File: src/rtl/sdrc_req_splitter.sv
// SDRAM request splitter.
// Takes one application burst and hands it to the bank controller as one or
// two sub-requests. A burst that would run past the end of its column page
// is cut at the page boundary; the remainder follows as a second request.
// The application sees a single app_req_ack once every part has been accepted.
module sdrc_req_splitter (
    input  logic        sdram_clk,
    input  logic        sdram_resetn,
    input  logic        app_req,
    input  logic [25:0] app_req_addr,
    input  logic [7:0]  app_req_len,
    input  logic        app_req_wr,
    input  logic        app_req_wrap,
    input  logic [1:0]  cfg_colbits,
    output logic        app_req_ack,
    output logic        r2b_req,
    output logic [1:0]  r2b_ba,
    output logic [12:0] r2b_raddr,
    output logic [12:0] r2b_caddr,
    output logic [7:0]  r2b_len,
    output logic        r2b_write,
    input  logic        b2r_arb_ok,
    output logic        page_ovflw
);

    typedef enum logic [1:0] {
        IDLE   = 2'd0,
        ISSUE1 = 2'd1,
        ISSUE2 = 2'd2
    } state_e;

    // Split a linear word address into {bank, row, column} for a column
    // width of 8 + colbits bits.
    function automatic logic [27:0] map_addr(input logic [25:0] addr,
                                             input logic [1:0]  colbits);
        logic [3:0]  col_w;
        logic [25:0] col_mask;
        logic [14:0] upper;
        col_w    = 4'd8 + {2'b00, colbits};
        col_mask = (26'd1 << col_w) - 26'd1;
        upper    = 15'(addr >> col_w);
        map_addr = {upper[1:0], upper[14:2], 13'(addr & col_mask)};
    endfunction

    state_e      state_q, state_d;
    logic        r2b_req_q, r2b_req_d;
    logic [1:0]  r2b_ba_q, r2b_ba_d;
    logic [12:0] r2b_raddr_q, r2b_raddr_d;
    logic [12:0] r2b_caddr_q, r2b_caddr_d;
    logic [7:0]  r2b_len_q, r2b_len_d;
    logic        r2b_write_q, r2b_write_d;
    logic        app_req_ack_q, app_req_ack_d;
    logic        page_ovflw_q, page_ovflw_d;
    // Second half of a split request, prepared when the request is captured.
    logic        split_q, split_d;
    logic [25:0] addr2_q, addr2_d;
    logic [7:0]  len2_q, len2_d;
    logic [1:0]  colbits_q, colbits_d;

    // Split arithmetic on the incoming request.
    logic [7:0]  len_eff;
    logic [11:0] page_size;
    logic [11:0] in_caddr;
    logic        in_split;
    logic [7:0]  len1;

    // Next-state and next-output logic for the issue FSM.
    always_comb begin
        // NOTE: every signal written here gets a default first, so no path can leave one unassigned and infer a latch.
        state_d       = state_q;
        r2b_req_d     = r2b_req_q;
        r2b_ba_d      = r2b_ba_q;
        r2b_raddr_d   = r2b_raddr_q;
        r2b_caddr_d   = r2b_caddr_q;
        r2b_len_d     = r2b_len_q;
        r2b_write_d   = r2b_write_q;
        app_req_ack_d = 1'b0;
        page_ovflw_d  = page_ovflw_q;
        split_d       = split_q;
        addr2_d       = addr2_q;
        len2_d        = len2_q;
        colbits_d     = colbits_q;

        len_eff   = (app_req_len == 8'd0) ? 8'd1 : app_req_len;
        page_size = 12'd1 << (4'd8 + {2'b00, cfg_colbits});
        in_caddr  = {1'b0, app_req_addr[10:0]} & (page_size - 12'd1);
        in_split  = !app_req_wrap && ((in_caddr + {4'd0, len_eff}) > page_size);
        // Only meaningful when in_split: then it is below len_eff and fits.
        len1      = 8'(page_size - in_caddr);

        unique case (state_q)
            IDLE: begin
                // The ack cycle is skipped so the application can drop app_req.
                if (app_req && !app_req_ack_q) begin
                    state_d     = ISSUE1;
                    r2b_req_d   = 1'b1;
                    {r2b_ba_d, r2b_raddr_d, r2b_caddr_d} = map_addr(app_req_addr, cfg_colbits);
                    r2b_len_d   = in_split ? len1 : len_eff;
                    r2b_write_d = app_req_wr;
                    split_d     = in_split;
                    addr2_d     = app_req_addr + {18'd0, len1};
                    len2_d      = len_eff - len1;
                    colbits_d   = cfg_colbits;
                end
            end
            ISSUE1: begin
                if (b2r_arb_ok) begin
                    if (split_q) begin
                        state_d      = ISSUE2;
                        page_ovflw_d = 1'b1;
                        {r2b_ba_d, r2b_raddr_d, r2b_caddr_d} = map_addr(addr2_q, colbits_q);
                        r2b_len_d    = len2_q;
                    end else begin
                        state_d       = IDLE;
                        r2b_req_d     = 1'b0;
                        app_req_ack_d = 1'b1;
                    end
                end
            end
            ISSUE2: begin
                if (b2r_arb_ok) begin
                    state_d       = IDLE;
                    r2b_req_d     = 1'b0;
                    app_req_ack_d = 1'b1;
                    page_ovflw_d  = 1'b0;
                end
            end
            default: state_d = IDLE;
        endcase
    end

    // State and output registers; reset aborts any request in flight.
    always_ff @(posedge sdram_clk or negedge sdram_resetn) begin
        if (!sdram_resetn) begin
            state_q       <= IDLE;
            r2b_req_q     <= 1'b0;
            r2b_ba_q      <= 2'd0;
            r2b_raddr_q   <= 13'd0;
            r2b_caddr_q   <= 13'd0;
            r2b_len_q     <= 8'd0;
            r2b_write_q   <= 1'b0;
            app_req_ack_q <= 1'b0;
            page_ovflw_q  <= 1'b0;
            split_q       <= 1'b0;
            addr2_q       <= 26'd0;
            len2_q        <= 8'd0;
            colbits_q     <= 2'd0;
        end else begin
            // NOTE: non-blocking assignments so every register samples the pre-edge values.
            state_q       <= state_d;
            r2b_req_q     <= r2b_req_d;
            r2b_ba_q      <= r2b_ba_d;
            r2b_raddr_q   <= r2b_raddr_d;
            r2b_caddr_q   <= r2b_caddr_d;
            r2b_len_q     <= r2b_len_d;
            r2b_write_q   <= r2b_write_d;
            app_req_ack_q <= app_req_ack_d;
            page_ovflw_q  <= page_ovflw_d;
            split_q       <= split_d;
            addr2_q       <= addr2_d;
            len2_q        <= len2_d;
            colbits_q     <= colbits_d;
        end
    end

    assign app_req_ack = app_req_ack_q;
    assign r2b_req     = r2b_req_q;
    assign r2b_ba      = r2b_ba_q;
    assign r2b_raddr   = r2b_raddr_q;
    assign r2b_caddr   = r2b_caddr_q;
    assign r2b_len     = r2b_len_q;
    assign r2b_write   = r2b_write_q;
    assign page_ovflw  = page_ovflw_q;

endmodule

File: config.mk
export PLATFORM = sky130hd
export DESIGN_NAME = sdrc_req_splitter
export DESIGN_NICKNAME = d
export VERILOG_FILES = /design/src/rtl/sdrc_req_splitter.sv
export SDC_FILE = /design/constraint.sdc
export NUM_CORES = 1
export LEC_CHECK = 0
export CAP_MARGIN = 30
export CORE_ASPECT_RATIO = 1.5
export CORE_UTILIZATION = 30
export CTS_CLUSTER_SIZE = 14
export DETAILED_ROUTE_END_ITERATION = 16
export GPL_ROUTABILITY_DRIVEN = 0
export PLACE_DENSITY = 0.48
export SYNTH_ARGS = -nofsm -noshare
export SYNTH_HDL_FRONTEND = slang
export SYNTH_SLANG_ARGS = --single-unit
export TNS_END_PERCENT = 100
File: constraint.sdc
create_clock -name sdram_clk -period 2.8 [get_ports sdram_clk]
set_clock_uncertainty 0.15 [all_clocks]
set_input_delay 0.42 -clock sdram_clk [delete_from_list [all_inputs] [get_ports sdram_clk]]
set_output_delay 0.42 -clock sdram_clk [all_outputs]
set_load 0.01 [all_outputs]
======== Word level (Yosys, flattened, before mapping) ========
Cells that the tools add are included.
operators by class
  $mul .................................... 0
  muxes and demuxes ....................... 35
  reduce and logical (&&, ||, !) cells .... 14
  div/mod/pow operators ................... 0
  eq/ne operators ......................... 7
  add/sub/neg operators ................... 9
  bitwise logic cells ..................... 3
  magnitude comparators ................... 1
  shift-type cells ........................ 5
operator list
  cell                                                 number
  two-way mux 13 bit                                   6
  one-hot mux 13 bit (2 select lines)                  2
  right shift 26 x 4 -> 15 bit                         2
  two-way mux 8 bit                                    5
  adder 26 x 8 -> 26 bit                               1
  AND 13 bit                                           2
  << shifter 1 x 4 -> 13 bit (first input constant)    2
  subtractor 13 x 1 -> 13 bit (second input constant)  2
  one-hot mux 8 bit (2 select lines)                   1
  subtractor 8 bit                                     2
  two-way mux 2 bit                                    7
  adder 12 x 8 -> 12 bit                               1
  AND 11 x 12 -> 12 bit                                1
  greater-than comparator 12 bit                       1
  << shifter 1 x 4 -> 12 bit (first input constant)    1
  subtractor 12 x 1 -> 12 bit (second input constant)  1
  inequality test 2 bit (second input constant)        5
  two-way mux 1 bit                                    9
  adder 4 x 2 -> 4 bit (first input constant)          2
  logical NOT 8 bit                                    1
  AND reduction 4 bit                                  2
  one-hot mux 2 bit (3 select lines)                   1
  AND reduction 5 bit                                  1
  one-hot mux 1 bit (2 select lines)                   2
  other kinds (11)                                     14
word-level totals
  ROM bits ................................ 0
  latch bits .............................. 0
  logic and storage cells ................. 87
  memories ................................ 0
  bits in registers ....................... 79
  output and inout bits ................... 40
  memory bits (writable) .................. 0

======== Depth between registers and ports, before layout ========
Gate-level depths: netlist (run 1).
  depth in word-level cells ............... 10
  mapped depth ............................ 20
  gate-level depth less buffers ........... 19

======== Least setup slack after synthesis (run 1) ========
OpenSTA, ideal clock, no wires.
  path kind ............................... input -> register
  from .................................... input app_req_len[2]
  to ...................................... register r2b_len_q[2], in the netlist r2b_len[2]
  buffers on the path ..................... 1
  cell stages on the path ................. 20
  setup slack ............................. -1.316 ns
  data required time ...................... 2.526 ns
  data arrival time ....................... 3.842 ns
  cells stage by stage .................... nor4_1 > a21o_1 > ha_1 > inv_1 > fa_1 > nor2b_1 > o31ai_1 > a21oi_1 > o21a_1 > nor2_1 > nor3_1 > xnor2_1 > ha_1 > and4b_1 > nand3_1 > a2111oi_0 > and4_1 > buf_2 > nor3_1 > a211o_1
on the way
  word-level cells in the longest chain between the ends .. 8
RTL lines
  element                               line  RTL
  from (decl)                           11    input logic [7:0] app_req_len,
  logical NOT 8 bit                     84    len_eff = (app_req_len == 8'd0) ? 8'd1 : app_req_len;
  two-way mux 8 bit *                   84
  adder 12 x 8 -> 12 bit                87    in_split = !app_req_wrap && ((in_caddr + {4'd0, len_eff}) > page_size);
  greater-than comparator 12 bit        87
  logical AND 1 bit                     87
  two-way mux 8 bit *                   98    r2b_len_d = in_split ? len1 : len_eff;
  two-way mux 8 bit *                   94    if (app_req && !app_req_ack_q) begin
  one-hot mux 8 bit (2 select lines) *  91    unique case (state_q)
  to (signal assigned)                  155   r2b_len_q <= r2b_len_d;
  to (decl)                             50    logic [7:0] r2b_len_q, r2b_len_d;
Mark *: on every way between the ends. The rest lies on a longest branch, timed or not. The select of a mux whose other input is x is not followed.
A chain may end at the register's enable or synchronous reset.

======== Worst setup path in the final report (run 1) ========
  from .................................... input app_req_len[5]
  to ...................................... register r2b_len_q[3], in the netlist r2b_len[3]
Same word-level chain as after synthesis.

==> flow_summary.yaml, run 1 <==
clock_network:
  insertion_delay_ns: 0.34
  clock_path_buffers: 2
  clock_sinks: 78
  clk_pin_slew_worst_paths_ns: 0.07
  cts_tree: "yes"
  cts_root_buf: "clkbuf_16"
  htree_levels: 3
  cts_buffers: 9
synth:
  yosys.cell_types.count: 61
  seq_area_frac_synth: 0.342
  netlist_instances: 651
  synth_area_leaders: "dfrtp_1 34%, ha_1 7.0%, mux2i_1 6.0%"
  syn-cell-area_um2: 5710
  ys_warn_count: 0
  synth_edf_count: 0
  synth_nets: 727
  synthFlopType: "dfrtp_1"
  synth_area_leader_cell: "dfrtp_1"
  synth_top_area_share: 0.342
  synth_area_per_cell_um2: 8.77
  synth-seq-cells: 78
  synthArstFlopShare: 1.00
cells_and_area:
  final_common_cell: "buf_4"
  syn_to_final_growth_pct: 46.2
  diodes: 0
  final_cell_count_no_fill: 1084
  mostFrequentLayoutCells: "112 x buf_4, 78 x dfrtp_1, 67 x nand2_1, 67 x clkdlybuf4s50_1, 56 x nor2_1"
  final_layout_size_suffix_gt1_frac: 0.279
  final_nets: 903
pwr:
  power_w: 0.00715
  power_leakage_nw: 3.59
  worst_ir_drop_vdd_mv: 0.344
  pwr_density_cell_nw_per_um2: 857
drt:
  drtIter0Drc: 271
  wire_per_inst_um: 16.4
  drc: 0
  via_per_inst: 5.03
  ant_nets: 0
  num_vias: 5452
  routed_wirelength_um: 17800
  drtPass1Iterations: 4
placement:
  placedCellCount: 1050
  portBuffers: 81
  dp_hpwl_um: 13700
setup_path:
  r2r_end: "r2b_caddr[12]$_DFFE_PN0P_"
  critPathKind: "in -> reg"
  rr_worst_depth: 6
  arrival_ns: 3.83
  r2r_slack_ns: 0.47
  startpoint_type: "primary input"
  critical_path_required_ns: 2.88
  critical_path.startpoint: "app_req_len[5]"
  rr_startpoint: "state_q[1]$_DFFE_PN0P_"
  crit_fanout: 5
  crit_path_end_kind: "register"
timing:
  layout_min_cycle_time_ns: 3.75
  setup_slack_ns: -0.945
  hold_ws_ns: 0.311
  worstMarginPinSlew_ns: 0.718
  min_period_over_period: 1.34
  relSlewSlack: 0.521
  timing.final.hold_violations: 0
  rsz0062_at_grt: "yes"
  finalSetupViolCount: 10
  fmax_mhz: 267
  slew_violations: 0
global_routing:
  grt_pass1_vias: 5676
  grt_max_degree: 54
  grt_remaining_overflow: 0
  antenna_found_initial: 0
  track_usage: 0.190
  grt_pass1_wl_um: 28700
die:
  dieWidth_um: 115
  start_util: 0.308
  core-area_um2: 18500
  die-area_um2: 19600
  die_y_um: 171
  rows: 61
  ios: 82
hold_path:
  holdCritStartpoint: "app_req_len[2]"
  holdPathStages: 3
  hold_end: "r2b_len[2]$_DFFE_PN0P_"
  min_path_type: "in -> reg"
flow_run:
  drv_cap: 0
outcome:
  status: "finished with violations"
  violations: "setup timing"
-- layer usage --
| metal | routed length (um) | vias to the layer above | global-route usage | share of wire |
|---|---|---|---|---|
| li1 | - | 2669 | - | - |
| met1 | 6980 | 2640 | 0.211 | 0.39 |
| met2 | 9810 | 116 | 0.359 | 0.55 |
| met3 | 462 | 27 | 0.0191 | 0.026 |
| met4 | 552 | 0 | 0.0864 | 0.031 |
| met5 | 0 | - | 0 | 0 |
-- kinds of logic after synthesis --
group                    share of synthesized area
AO/OA/AOI/OAI                                0.178
XOR/XNOR                                    0.0645
buffers and inverters                       0.0491
AND/OR/NAND/NOR                              0.179
flip-flops                                   0.342
multiplexers                                 0.111
adder cells (fa/ha/maj)                     0.0772
-- report_power, final --
part / internal [W] / leakage, nW / switching [W] / total [W]
Combinational: 0.00185 / 2.52 / 0.00196 / 0.00380
Sequential: 0.00170 / 0.929 / 0.000423 / 0.00212
Clock: 0.000716 / 0.142 / 0.000506 / 0.00122
Total: 0.00426 / 3.59 / 0.00288 / 0.00715
-- flip-flops by register name, indices dropped and copies added, names as in the netlist, 2 cells and up --
signal,count
r2b_caddr,13
r2b_raddr,13
r2b_ba,2
len2_q,8
addr2_q,25
colbits_q,2
state_q,2
r2b_len,8
-- worst max path at each step --
| stage | endpoint | cells after the start | slack [ns] |
|---|---|---|---|
| floorplan | r2b_len[2]$_DFFE_PN0P_ | 20 | -1.08 |
| detailed placement | r2b_len[3]$_DFFE_PN0P_ | 21 | -1.93 |
| global placement | r2b_len[3]$_DFFE_PN0P_ | 21 | -1.80 |
| finish | r2b_len[3]$_DFFE_PN0P_ | 21 | -0.95 |
| global route | r2b_len[3]$_DFFE_PN0P_ | 21 | -1.18 |
| CTS | r2b_len[3]$_DFFE_PN0P_ | 21 | -1.01 |
-- repair_timing --
action,CTS,global route
endpoints found under the hold margin,39,0
resized for setup,73,38
setup buffers,10,8
pin swaps,31,32
gates cloned,1,0
hold buffers,1,0
setup endpoints to repair,35,27
-- synthesized netlist by cell type, drive strengths merged, types with 6 or more instances --
| cell type | instances |
|---|---|
| dfrtp | 78 |
| nand2 | 70 |
| nor2 | 63 |
| o21ai | 50 |
| a21oi | 37 |
| clkbuf | 35 |
| xnor2 | 35 |
| mux2i | 34 |
| ha | 32 |
| inv | 29 |
| o22ai | 20 |
| nor3 | 17 |
| nand3 | 13 |
| mux2 | 10 |
| a31oi | 8 |
| mux4 | 8 |
| nand2b | 8 |
| nand4 | 8 |
| o21a | 7 |
| xor2 | 7 |
| a211oi | 6 |
| buf | 6 |
| nand3b | 6 |
-- critical path, stage by stage --
cell and delay, ns:
buf_8 0.10, nor4_4 0.25, a21o_1 0.20, ha_4 0.15, inv_2 0.03, fa_2 0.34, nor2b_2 0.14, o31ai_2 0.09
a21oi_2 0.17, o21a_1 0.15, nor2_2 0.05, nor3_2 0.16, xnor2_1 0.08, ha_1 0.29, and4b_1 0.20, nand3_2 0.09
a2111oi_4 0.21, and4_1 0.27, buf_6 0.13, nor3_2 0.04, a211o_1 0.27
-- per-stage QoR --
step                setup TNS (ns)   util  instance area, um2  setup slack, ns
global route                -10.40  0.450                8340            -1.18
CTS                          -8.57  0.437                8110            -1.01
global placement            -35.69  0.409                7590            -1.80
floorplan                    -9.27      -                5800            -1.08
detailed placement          -37.56  0.409                7590            -1.93
finish                       -8.03  0.450                8340           -0.945
-- final cells by class --
class,count,area (um2)
Inverter,30,123
Fill cell,1826,10200
Clock inverter,5,58.8
Sequential cell,78,1950
Tap cell,252,315
Timing Repair Buffer,206,1840
Multi-Input combinational cell,502,3820
Clock buffer,11,243
Note: power is estimated with default switching activity, not from simulation.
==> run 2: changes to the inputs <==
Settings changed: ABC_AREA set to 1, GPL_TIMING_DRIVEN set to 0.
Clock period 2.8 ns to 4.7 ns, I/O delays scaled along.
==> run 2 against run 1 <==
Synthesized cell count grew 42%. Die area grew 5.5%. Largest cell class unchanged. Combinational power shrank 39%. Non-clock buffer count fell by 84. Sequential power is 44% lower. The flow now finishes without violations. Critical path type unchanged. Sequential cell count unchanged. Worst setup slack improved by 1.3 ns. Design area shrank 8.6%. Sequential share of layout area is 2.2 points higher. Power shrank 41%. Cell count up 19%. Register-to-register slack better by 1.3 ns.
==> flow_summary.yaml, run 2 <==
timing:
  rsz0062_at_grt: "no"
  fmax_mhz: 228
  setup_slack_ns: 0.305
  min_period_over_period: 0.935
  finalSetupViolCount: 0
  layout_min_cycle_time_ns: 4.39
  relSlewSlack: 0.383
  timing.final.hold_violations: 0
  slew_violations: 0
  worstMarginPinSlew_ns: 0.922
clock_network:
  cts_root_buf: "clkbuf_16"
  cts_buffers: 9
  hold_buffers: 0
  clk_pin_slew_worst_paths_ns: 0.07
  clock_path_buffers: 2
  insertion_delay_ns: 0.34
  htree_levels: 3
  cts_tree: "yes"
  clock_sinks: 78
global_routing:
  grt_pass1_wl_um: 34800
  antenna_found_initial: 0
  grt_remaining_overflow: 0
  grt_max_degree: 48
  track_usage: 0.222
  grt_pass1_vias: 6280
placement:
  placedCellCount: 1264
  place_ws_ns: -1.54
  placed_area_um2: 7190
  portBuffers: 81
  dp_hpwl_um: 17900
cells_and_area:
  final_util: 0.387
  final_nets: 1098
  seq_area_um2: 1950
  multiInputGateArea_um2: 3610
  largest_register: "addr2_q"
  fin_area_um2: 7620
  diodes: 0
  final_layout_size_suffix_gt1_frac: 0.0594
  nFillCells: 2208
  mostFrequentLayoutCells: "315 x nand2_1, 105 x inv_1, 79 x nand3_1"
  final_cell_count_no_fill: 1287
  final_common_cell: "nand2_1"
  largest_register_ffs: 25
  syn_to_final_growth_pct: 26.5
hold_path:
  min_path_type: "in -> async"
synth:
  synthFlopType: "dfrtp_1"
  synth_common_cells: "318 x nand2_1, 106 x inv_1, 80 x nand3_1"
  synth_top_area_share: 0.324
  synthArstFlopShare: 1.00
  syn-cell-area_um2: 6030
  synthMostInstantiatedCell: "nand2_1"
  synth_area_per_cell_um2: 6.54
  seq_area_frac_synth: 0.324
  synth_nets: 998
  synth_area_leader_cell: "dfrtp_1"
  synth-seq-cells: 78
  netlist_instances: 922
  ys_warn_count: 0
  synth_edf_count: 0
  yosys.cell_types.count: 43
  synth_area_leaders: "dfrtp_1 32%, nand2_1 20%, ha_1 6.6%"
setup_path:
  critical_path.max_stage_delay_ns: 0.34
  critPathKind: "in -> reg"
  critical_path.startpoint: "app_req_len[4]"
  startpoint_type: "primary input"
  crit_fanout: 6
  r2r_slack_ns: 1.81
  crit_path_end_kind: "register"
  rr_worst_depth: 11
  rr_startpoint: "state_q[1]$_DFFE_PN0P_"
  arrival_ns: 4.53
  r2r_end: "r2b_len[0]$_DFFE_PN0P_"
  critical_path_required_ns: 4.83
  endpoint: "r2b_len[3]$_DFFE_PN0P_"
  cp_slowest_cell: "fa_2"
  crit_path_frequent_cell: "nand2_1"
outcome:
  status: "completed"
pwr:
  worst_ir_drop_vdd_mv: 0.173
  power_leakage_nw: 3.80
  power_w: 0.00423
  pwr_density_cell_nw_per_um2: 555
drt:
  via_per_inst: 4.96
  ant_nets: 0
  num_vias: 6378
  drtPass1Iterations: 5
  drtIter0Drc: 379
  drc: 0
  wire_per_inst_um: 17.4
  routed_wirelength_um: 22400
die:
  rows: 63
  die-area_um2: 20700
  die_y_um: 176
  core-area_um2: 19700
  dieWidth_um: 118
  ios: 82
  start_util: 0.306
flow_run:
  drv_cap: 0
==> run 2: changes by cell type after synthesis, moves of 10 or more <==
cell     before  now
nand2_1      70  318
o21ai_0      42   77
mux2i_1      34    1
mux2_2       10    0
xnor2_1      35    1
nand3_1      13   80
inv_1        29  106
o22ai_1      20    4
xor2_1        7   19
==> run 2: cell type report <==
class                           instances  share of cell area
Buffer                                 35              0.0189
Inverter                              110              0.0542
Multi-Input combinational cell        701               0.474
Sequential cell                        78               0.256
Timing Repair Buffer                   87               0.114
Clock buffer                           11              0.0332
Tap cell                              260              0.0427
Clock inverter                          5             0.00755
==> run 2: kinds of logic after synthesis <==
kind of cell / Yosys count / share of synthesized area
compound gates: 148 / 0.139
xor+xnor: 20 / 0.0291
simple gates: 496 / 0.341
mux: 1 / 0.00166
flops: 78 / 0.324
fa+ha+maj: 34 / 0.0731
buf+inv: 145 / 0.0924
==> run 2: routing by layer <==
metal / share of wire / track usage / wire length [um] / vias up
met5: 0 / 0 / 0 / -
met4: 0.054 / 0.123 / 1200 / 0
met3: 0.028 / 0.0273 / 618 / 49
met2: 0.52 / 0.413 / 11800 / 137
met1: 0.39 / 0.242 / 8820 / 2983
li1: - / - / - / 3209
==> run 2: how the worst min path moves through the flow <==
stage	to	start	slack [ns]	cells after the start
floorplan	addr2_q[10]$_DFFE_PN0P_	sdram_resetn	0.26	0
global placement	r2b_caddr[11]$_DFFE_PN0P_	r2b_caddr[11]$_DFFE_PN0P_	0.30	2
detailed placement	r2b_caddr[11]$_DFFE_PN0P_	r2b_caddr[11]$_DFFE_PN0P_	0.31	2
CTS	len2_q[0]$_DFFE_PN0P_	sdram_resetn	0.18	1
global route	r2b_caddr[1]$_DFFE_PN0P_	sdram_resetn	0.19	1
finish	r2b_caddr[1]$_DFFE_PN0P_	sdram_resetn	0.16	1
==> run 2: repair_timing <==
| action | 4_1_cts | 5_1_grt |
|---|---|---|
| setup buffers | 4 | 1 |
| endpoints found under the setup margin | 9 | 9 |
| pin swaps | 8 | 6 |
| resized for setup | 22 | 15 |
| gates cloned | 2 | 0 |
==> run 2: worst max-delay path: cells and delay by family <==
kind | cells | cell delay [ns]
buf+inv | 7 | 0.82
xor+xnor | 1 | 0.14
fa+ha+maj | 3 | 0.80
compound gates | 3 | 0.63
simple gates | 15 | 1.42
==> run 2: report_power, final <==
group | leakage [nW] | switching, W | internal (W) | total, W
sequential | 0.963 | 0.000186 | 0.00100 | 0.00119
combinational | 2.70 | 0.00146 | 0.000844 | 0.00231
clock | 0.144 | 0.000300 | 0.000440 | 0.000740
==> run 2: per-stage QoR <==
step | TNS, ns | hold slack (ns)
floorplan | 0 | 0.259
global placement | -41.62 | 0.305
detailed placement | -13.11 | 0.305
CTS | 0 | 0.176
global route | 0 | 0.190
finish | 0 | 0.160
==> run 3: changes to the inputs <==
Settings changed: CTS_CLUSTER_DIAMETER set to 120, CTS_CLUSTER_SIZE 14 to 8, SKIP_LAST_GASP set to 1.
==> results of run 3 <==
Same layout as run 2: the final DEF is identical, and so are final timing and power.
